[src/rtl/n_bit_comparator_if.sv]
// n_bit_comparator_if: operand/result bundle for n_bit_comparator.
// diff exists only when CMP_DIFF_EN is defined.
interface n_bit_comparator_if #(
  parameter int WIDTH = 32
);
  logic             in_valid;
  logic [WIDTH-1:0] a;
  logic [WIDTH-1:0] b;
  logic             out_valid;
  logic             Lesser;
  logic             Greater;
  logic             Equal;
`ifdef CMP_DIFF_EN
  logic [WIDTH-1:0] diff;

  modport master (
    output in_valid, a, b,
    input  out_valid, Lesser, Greater, Equal, diff
  );

  modport slave (
    input  in_valid, a, b,
    output out_valid, Lesser, Greater, Equal, diff
  );
`else
  modport master (
    output in_valid, a, b,
    input  out_valid, Lesser, Greater, Equal
  );

  modport slave (
    input  in_valid, a, b,
    output out_valid, Lesser, Greater, Equal
  );
`endif
endinterface

[src/rtl/n_bit_comparator.sv]
// n_bit_comparator: registered a/b compare, 1-cycle latency, flags hold when idle.
// Optional registered |a-b| on diff when CMP_DIFF_EN is defined.
module n_bit_comparator #(
  parameter int WIDTH      = 32,
  parameter bit SIGNED_CMP = 1'b0
) (
  input logic               clk,
  input logic               rst,
  n_bit_comparator_if.slave bus
);
  localparam int W1 = WIDTH + 1;

  logic          ext_a;
  logic          ext_b;
  logic [W1-1:0] ax;
  logic [W1-1:0] bx;
  logic [W1-1:0] sub;
  logic          lt;
  logic          eq;
  logic          gt;

  // One extra bit keeps a - b exact in both modes, so its sign is a < b.
  assign ext_a = SIGNED_CMP ? bus.a[WIDTH-1] : 1'b0;
  assign ext_b = SIGNED_CMP ? bus.b[WIDTH-1] : 1'b0;
  assign ax    = {ext_a, bus.a};
  assign bx    = {ext_b, bus.b};
  assign sub   = ax - bx;
  assign eq    = (ax == bx);
  assign lt    = sub[W1-1];
  assign gt    = ~lt & ~eq;

`ifdef CMP_DIFF_EN
  logic [W1-1:0]    mag;
  logic [WIDTH-1:0] dnext;

  assign mag   = lt ? (bx - ax) : sub;
  assign dnext = mag[W1-1] ? '1 : mag[WIDTH-1:0];

  always_ff @(posedge clk) begin
    if (rst) begin
      bus.diff <= '0;
    end else if (bus.in_valid) begin
      bus.diff <= dnext;
    end
  end
`endif

  always_ff @(posedge clk) begin
    if (rst) begin
      bus.out_valid <= 1'b0;
      bus.Lesser    <= 1'b0;
      bus.Greater   <= 1'b0;
      bus.Equal     <= 1'b0;
    end else begin
      bus.out_valid <= bus.in_valid;
      if (bus.in_valid) begin
        bus.Lesser  <= lt;
        bus.Greater <= gt;
        bus.Equal   <= eq;
      end
    end
  end
endmodule

[src/flat_wrapper.sv]
// flat-port wrapper written by rule: the top's interface ports become plain ports
module n_bit_comparator_flat 
#(
  parameter int WIDTH      = 32,
  parameter bit SIGNED_CMP = 1'b0
)
  (clk, rst, bus_in_valid, bus_a, bus_b, bus_out_valid, bus_Lesser, bus_Greater, bus_Equal);
  n_bit_comparator_if #(.WIDTH(WIDTH)) bus_i ();
  input logic clk;
  input logic rst;
  input wire logic [$bits(bus_i.in_valid)-1:0] bus_in_valid;
  input wire logic [$bits(bus_i.a)-1:0] bus_a;
  input wire logic [$bits(bus_i.b)-1:0] bus_b;
  output wire logic [$bits(bus_i.out_valid)-1:0] bus_out_valid;
  output wire logic [$bits(bus_i.Lesser)-1:0] bus_Lesser;
  output wire logic [$bits(bus_i.Greater)-1:0] bus_Greater;
  output wire logic [$bits(bus_i.Equal)-1:0] bus_Equal;
  assign bus_i.in_valid = bus_in_valid;
  assign bus_i.a = bus_a;
  assign bus_i.b = bus_b;
  assign bus_out_valid = bus_i.out_valid;
  assign bus_Lesser = bus_i.Lesser;
  assign bus_Greater = bus_i.Greater;
  assign bus_Equal = bus_i.Equal;
  n_bit_comparator #(.WIDTH(WIDTH), .SIGNED_CMP(SIGNED_CMP)) u_core (.clk(clk), .rst(rst), .bus(bus_i));
endmodule
[config.mk]
export PLATFORM = sky130hd
export DESIGN_NAME = n_bit_comparator_flat
export DESIGN_NICKNAME = d
export VERILOG_FILES = /design/src/rtl/n_bit_comparator_if.sv /design/src/rtl/n_bit_comparator.sv /design/src/flat_wrapper.sv
export SDC_FILE = /design/constraint.sdc
export NUM_CORES = 1
export LEC_CHECK = 0
export BUFFER_PORTS_ARGS = -buffer_cell sky130_fd_sc_hd__buf_4
export CAP_MARGIN = 20
export CELL_PAD_IN_SITES_DETAIL_PLACEMENT = 2
export CELL_PAD_IN_SITES_GLOBAL_PLACEMENT = 2
export CORE_ASPECT_RATIO = 1.4
export CORE_UTILIZATION = 21
export CTS_CLUSTER_DIAMETER = 200
export DETAILED_ROUTE_END_ITERATION = 8
export HOLD_SLACK_MARGIN = 0.02
export PLACE_DENSITY = 0.81
export SYNTH_ARGS = -nofsm -noshare
export SYNTH_HDL_FRONTEND = slang
export SYNTH_SLANG_ARGS = --single-unit
export TNS_END_PERCENT = 5
[constraint.sdc]
create_clock -name clk -period 4.05 [get_ports clk]
set_input_delay 0.2025 -clock clk [delete_from_list [all_inputs] [get_ports clk]]
set_output_delay 0.2025 -clock clk [all_outputs]
set_load 0.05 [all_outputs]
### Yosys cells after proc, flatten, opt, wreduce, memory -nomap -nowiden

Index checks and enable logic that the tools add are counted.

* order comparisons: 0
* reductions and logical operators: 0
* bitwise gates (word level): 3
* equality and inequality tests: 1
* divide/modulo/power cells: 0
* shift-type cells: 0
* $add $sub $neg: 1
* multiply operators: 0
* mux-type cells: 0

Operators by type and width (count)
* $sub 32x32->33: 1
* $eq 32x32->1: 1
* $not 1->1: 2
* $and 1x1->1: 1

* input bits: 67
* bits in registers: 4
* bits in latches: 0
* bits in writable memories: 0
* logic and storage cells: 9
* output and inout port bits: 4
* bits in read-only memories: 0
* memories: 0

### Longest topological paths before layout

Gate-level depths: netlist of run 1.

* depth after elaboration: 3
* mapped depth: 7
* depth with buffers taken out: 7

### Worst setup path before layout of run 1

OpenSTA, ideal clock, no wires.

* path kind: in2reg
* start point: in bus_b[30]
* end point: reg u_core.bus.Greater
* data required time: 3.912 ns
* library setup time: 0.138 ns
* path slack: 2.567 ns
* buffers on the path: 0
* stages on the path: 7
* arrival: 1.345 ns
* cell sequence: inv_1 ha_1 a21oi_1 nand2_1 a221o_1 nor4_1 a311oi_1

* longest elaborated chain between the ends: 3
* elaborated cells between the ends (all ways): 5
* classes of those cells: add/sub (1); eq/ne (1); bitwise (3)

Ends and longest elaborated chain
* from (decl): line flat_wrapper.sv:13 `input wire logic [$bits(bus_i.b)-1:0] bus_b;`
* $sub 32x32->33 / $eq 32x32->1 (equally long branches): line n_bit_comparator.sv:27, n_bit_comparator.sv:28
* $not 1->1: line n_bit_comparator.sv:30 `assign gt = ~lt & ~eq;`
* $and 1x1->1 *: line n_bit_comparator.sv:30
* to (signal assigned): line n_bit_comparator.sv:58 `bus.Greater <= gt;`
* to (decl): line n_bit_comparator_if.sv:33 `output out_valid, Lesser, Greater, Equal`

Mark *: on every way between the ends. The rest lies on a longest branch, timed or not.
A chain may end at the register's enable or synchronous reset.

### Final worst setup path of run 1

Ends and elaborated chain as after synthesis.

==> results of run 1 <==
## power by group
| group | switching (mW) | total (mW) | leakage [nW] | internal (mW) |
|---|---|---|---|---|
| sequential | 0.00111 | 0.0434 | 0.0331 | 0.0423 |
| combinational | 0.0635 | 0.142 | 0.910 | 0.0785 |
| clock | 0.0223 | 0.0858 | 0.0216 | 0.0635 |
| total | 0.0870 | 0.271 | 0.964 | 0.184 |
## worst max-delay path, cell delays in order
cell,delay (ns)
buf_4,0.08
inv_1,0.03
ha_1,0.32
nand4_2,0.18
nor3_1,0.07
a221o_1,0.35
nor4_1,0.22
a311oi_1,0.13
## kinds of logic (layout without fill, tap and decap cells)
family | Yosys count | after routing | synth area share [%]
flip-flops | 4 | 4 | 8.258
adder cells (fa/ha/maj) | 32 | 32 | 41.29
buffers and inverters | 34 | 107 | 13.16
AO/OA/AOI/OAI | 25 | 25 | 16.65
AND/OR/NAND/NOR | 31 | 31 | 20.65
## layout make-up
type | count | area [um^2]
Multi-Input combinational cell | 88 | 762.0
Inverter | 34 | 127.6
Sequential cell | 4 | 80.08
Fill cell | 544 | 2733
Timing Repair Buffer | 70 | 525.5
Clock buffer | 3 | 41.29
Tap cell | 60 | 75.07
## per-layer routing
layer	GRT usage, %	routed length [um]
met5	0	0
met4	5.952	72
met3	2.804	193
met2	26.07	1647
met1	12.14	1120
## registers in the layout, summed over array words and instances (netlist names)
signal and count:
u_core.bus.Equal 1, u_core.bus.Lesser 1, u_core.bus.Greater 1, u_core.bus.out_valid 1
## synthesized netlist by cell type, types with 2 or more instances
cell type  number
a21o_1          2
a21oi_1        12
a221o_1         2
dfxtp_1         4
ha_1           32
inv_1          34
nand2_1         6
nand3_1         5
nand4_1         3
nand4_2         4
nor2_1          4
nor3_1          4
o21ai_0         2
## final timing paths
check	start	to	slack, ns	cells after the start
hold reg to reg	u_core.bus.Equal$_SDFFE_PP0P_	u_core.bus.Equal$_SDFFE_PP0P_	0.49	2
setup reg to reg	u_core.bus.Greater$_SDFFE_PP0P_	u_core.bus.Greater$_SDFFE_PP0P_	3.01	3
hold / removal	rst	u_core.bus.Greater$_SDFFE_PP0P_	0.18	2
setup / recovery	bus_b[30]	u_core.bus.Greater$_SDFFE_PP0P_	2.55	8
## stage by stage
stage,hold WS [ns],std cells
after floorplan,0.2746,126
after global placement,0.4051,256
after detailed placement,0.4042,256
after CTS,0.1729,259
after global routing,0.1874,259
final,0.1802,259
==> metrics.md, run 1 <==
| Metric | Value |
|---|---|
| Synth top area cells | ha_1, inv_1, dfxtp_1 |
| Mean Syn Cell Area | 7.696 um^2 |
| RSZ-0062 raised after global routing | false |
| Tcrit/Tclk final | 37.07% |
| Initial antenna violation count | 0 |
| Setup bufs post-CTS | 0 |
| Top FF cell, synth | dfxtp_1 |
| Netlist cell types | 25 |
| DR pass1 iterations | 2 |
| Clock root cell | clkbuf_8 |
| Die Height | 82.40 um |
| CTS tree | built |
| Starting Density | 22.32% |
| HPWL Detailed | approximately 2900 um |
| Status | completed |
| CTS H-tree depth | 1 |
| GRT Util Overall | 13.04% |
| Fin area | 0.001612 mm^2 |
| Leak | 0.9645 nW |
| Clk sink count | 4 |
| Post-synth EDFFs | 0 |
| N_diodes | 0 |
| Worst slew pin tran | 0.3469 ns |
| Commonest non-fill, non-tap cell in the layout | buf_4 |
| Final number of hold-violating endpoints | 0 |
| Clock skew | 0 ns |
| Die area | 0.004897 mm^2 |
| Power Total | 271.3 uW |
| First-pass GRT wire length | ~4900 um |
| Max Cap Viol | 0 |
| Setup ws final | about 2.5 ns |
| CORE AREA | 0.004344 mm^2 |
| Post-layout util | 37.10% |
| Cell count after synthesis | 126 |
| DP Area | 0.001570 mm^2 |
| Final setup fails | 0 |
| Max-slew violations | 0 |
| Ys async rst share | 0% |
| CTS Buf Count | 3 |
| Cell Area, Synth | about 970 um^2 |
| Worst Path Arrival | ~1.6 ns |
| Syn nets | 225 |
| Die W | 59.43 um |
| Worst Path Max Fanout | 4 |
| Via/cell ratio | around 4.6 |
| Final TNS setup | 0 ns |
| Clk buf depth | 2 |
| Via count | 1188 |
| Seq cells post-synth | 4 |
| IO buf count | 70 |
| Routability Congestion | 0.6895 |
| Post-synth top area share | 41.29% |
| Startpoint Class | input pin |
| Slew headroom | 76.51% |
| Vias in the first global route | roughly 1300 |
| Pre-CTS setup slack | 2.319 ns |
| Clock-pin slew on the worst setup and hold paths | 0.03 ns |
| DR iter-0 viols | 4 |
| Pwr/cell area | 168.3 mW/mm^2 |
| Yosys warns | 0 |
| Gr ovfl total | 0 |
| Largest net degree at the start of global routing | 5 |
| DR DRC count | 0 |
| Routed Antenna Nets | 0 |
| Clock Latency Late Sink | 0.22 ns |
| Area leader, netlist | ha_1 |
| Post-detailed-routing wire length | 3035 um |
| Num ports | 71 |
| Worst setup path category | in2reg |
| Worst VDD drop | 0.06538 mV |
| Register area share after synthesis | 8.258% |
| Post-CTS sizing | 0 |
| Total Nets Final | 300 |
| CTS Hold Bufs | 0 |
| Commonest cells after routing, fill and taps aside | buf_4, inv_1, ha_1, a21oi_1, nand2_1 |
| Post-layout min period | 1.501 ns |
| F_max | 666.1 MHz |
| Critical Path End Type | flop |
| Worst hold path type | in2reg |
| Wire per inst | 11.72 um |
| Area growth syn-to-layout | 66.19% |
| Row cnt | 28 |
| Worst Path Required | 4.13 ns |
| Share of layout cells above drive strength 1 | about two fifths |
Note: power is estimated with default switching activity, not from simulation.
==> run 2: changes to the inputs <==
Settings changed: CORE_UTILIZATION 21 to 20, PLACE_DENSITY 0.81 to 0.78.
Clock period 4.05 ns to 1.4 ns, I/O delays scaled along.
==> run 2 against run 1 <==
  * Non-clock buffer count grew 8
  * Die area up 4.9%
  * Utilization increased by 5.3 points
  * Via count increased by 3.2%
  * Power increased to 3.4 times the previous value
  * Register-to-register slack got worse by 2.5 ns
  * Worst setup slack got worse by 2.5 ns
==> metrics.md, run 2 (synthesis gave the netlist of run 1 again) <==
| Metric | Value |
|---|---|
| Commonest cells after routing, fill and taps aside | buf_4, inv_1, ha_1, ha_4, a21oi_1 |
| Status | completed |
| Die Height | 84.39 um (+2.4%) |
| Worst setup path category | in2reg |
| Commonest non-fill, non-tap cell in the layout | buf_4 |
| Clk buf depth | 2 (unchanged) |
| Pwr/cell area | 477.9 mW/mm^2 (+180%) |
| Area growth syn-to-layout | 101.4% |
| Post-detailed-routing wire length | 3806 um (+25%) |
| Wire per inst | 14.15 um (+21%) |
| GRT Util Overall | 12.96% (-0.077 points) |
| Clk sink count | 4 (unchanged) |
| Gr ovfl total | 0 (unchanged) |
| Pint | 622.9 uW (+240%) |
| Die area | 0.005135 mm^2 (+4.9%) |
| Largest net degree at the start of global routing | 5 (unchanged) |
| Clock root cell | clkbuf_8 |
| F_max | 738.1 MHz |
| FF/Latch Area | 80.08 um^2 (unchanged) |
| DR WL met3 | 244 um (+26%) |
| CTS Buf Count | 3 (unchanged) |
| Max-slew violations | 0 (unchanged) |
| DR top layer | met4 |
| Final setup fails | 0 (unchanged) |
| IO buf count | 70 (unchanged) |
| Worst Path Max Fanout | 3 (-1) |
| Net Sw Power | 310.5 uW (+260%) |
| Fillers | 523 (-3.9%) |
| Met2 wire length | 2275 um (+38%) |
| Worst Path Arrival | 1.44 ns (-0.14 ns) |
| Routed Antenna Nets | 0 (unchanged) |
| Clock Latency Late Sink | 0.22 ns (about the same) |
| Die W | 60.85 um (+2.4%) |
| Vias in the first global route | 1346 (+6.1%) |
| Worst VDD drop | 0.1994 mV (+200%) |
| Clock skew | 0 ns (unchanged) |
| Row cnt | 29 (+3.6%) |
| Multi-input logic area | 0.001015 mm^2 (+33%) |
| CTS H-tree depth | 1 (unchanged) |
| Post-layout min period | 1.355 ns |
| Share of layout cells above drive strength 1 | 55.07% (+16 points) |
| Routability Congestion | 0.7609 (+10%) |
| HPWL Detailed | 2962 um (+2.6%) |
| Proportion of power drawn by combinational gates | 60.6% (+8.2 points) |
| Switching share of power | 33.26% (+1.2 points) |
| Final number of hold-violating endpoints | 0 (unchanged) |
| DR DRC count | 0 (unchanged) |
| Via/cell ratio | 4.558 (-0.64%) |
| Worst Path Required | 1.48 ns (-2.65 ns) |
| Startpoint Class | input pin |
| Max Cap Viol | 0 (unchanged) |
| Power share of the sequential group | 13.4% (-2.6 points) |
| Critical Path End Type | flop |
| RSZ-0062 raised after global routing | true |
| Leak | 1.012 nW (+5.0%) |
| CORE AREA | 0.004608 mm^2 (+6.1%) |
| First-pass GRT wire length | 5092 um (+5.0%) |
| DR iter-0 viols | 12 (+8) |
| Final TNS setup | 0 ns (unchanged) |
| Clock group share of total power | 25.9% (-5.7 points) |
| CTS Hold Bufs | 0 (unchanged) |
| Num ports | 71 (unchanged) |
| Slew headroom | 78.67% (+2.2 points) |
| Worst hold path type | in2reg |
| Tcrit/Tclk final | between 90% and 100% |
| Worst slew pin tran | 0.3171 ns (-0.02980 ns) |
| Pre-CTS setup slack | -0.2736 ns (-2.592 ns) |
| N_diodes | 0 (unchanged) |
| Clock-pin slew on the worst setup and hold paths | 0.03 ns (about the same) |
| Setup ws final | 0.04512 ns (-2.504 ns) |
| M1 wire length | 1265 um (+13%) |
| Via count | 1226 (+3.2%) |
| CTS tree | built |
| Starting Density | 21.04% (-1.3 points) |
| Initial antenna violation count | 0 (unchanged) |
| Total Nets Final | 308 (+2.7%) |
| DR pass1 iterations | 2 (unchanged) |
run 2: power groups by stage:
stage / logic, mW / clock network, mW / registers [mW]
finish: 0.566 / 0.242 / 0.125
global placement: 0.427 / 0 / 0.127
global route: 0.622 / 0.257 / 0.126
CTS: 0.448 / 0.244 / 0.125
floorplan: 0.185 / 0 / 0.152
detailed placement: 0.442 / 0 / 0.127
run 2: path summary, 6_finish.rpt:
path / cells past startpoint / slack [ns] / to / startpoint
min: 2 / 0.05 / u_core.bus.Greater$_SDFFE_PP0P_ / rst
max: 8 / 0.05 / u_core.bus.Greater$_SDFFE_PP0P_ / bus_b[27]
max reg2reg: 3 / 0.49 / u_core.bus.Greater$_SDFFE_PP0P_ / u_core.bus.Greater$_SDFFE_PP0P_
min reg2reg: 2 / 0.48 / u_core.bus.Equal$_SDFFE_PP0P_ / u_core.bus.Equal$_SDFFE_PP0P_
run 2: what timing repair did:
action / 4_1_cts / 5_1_grt
gates resized for setup: 3 / 39
cloned: 0 / 0
pin swaps: 1 / 14
buffers inserted: 0 / 3
endpoints found under the setup margin: 2 / 2
run 2: per-stage QoR:
step	instance area [um^2]	total power, mW	hold WS, ns	instances	utilization, %
after floorplan	969.7	0.3375	0.1421	126	-
after global placement	1610	0.5540	0.2769	263	34.94
after detailed placement	1610	0.5685	0.2790	263	34.94
after CTS	1668	0.8182	0.05380	266	36.19
after global routing	1953	1.005	0.05825	269	42.38
final	1953	0.9334	0.05090	269	42.38
run 2: layer usage:
layer,global-route usage (%),up-vias
met5,0,-
met3,2.311,2
met1,11.87,571
li1,-,604
met2,25.97,49
met4,5.165,0
run 2: final cells by class:
type                            instances  area share (%)
Sequential cell                         4           4.100
Timing Repair Buffer                   78           30.94
Tap cell                               62           3.972
Inverter                               34           6.919
Multi-Input combinational cell         88           51.95
Clock buffer                            3           2.114
run 2: critical path, stage by stage:
cell and delay, ns:
buf_4 0.12, inv_2 0.08, ha_4 0.22, nand4_4 0.13, nor3_4 0.06, a221o_1 0.33
nor4_2 0.31, a311oi_1 0.12
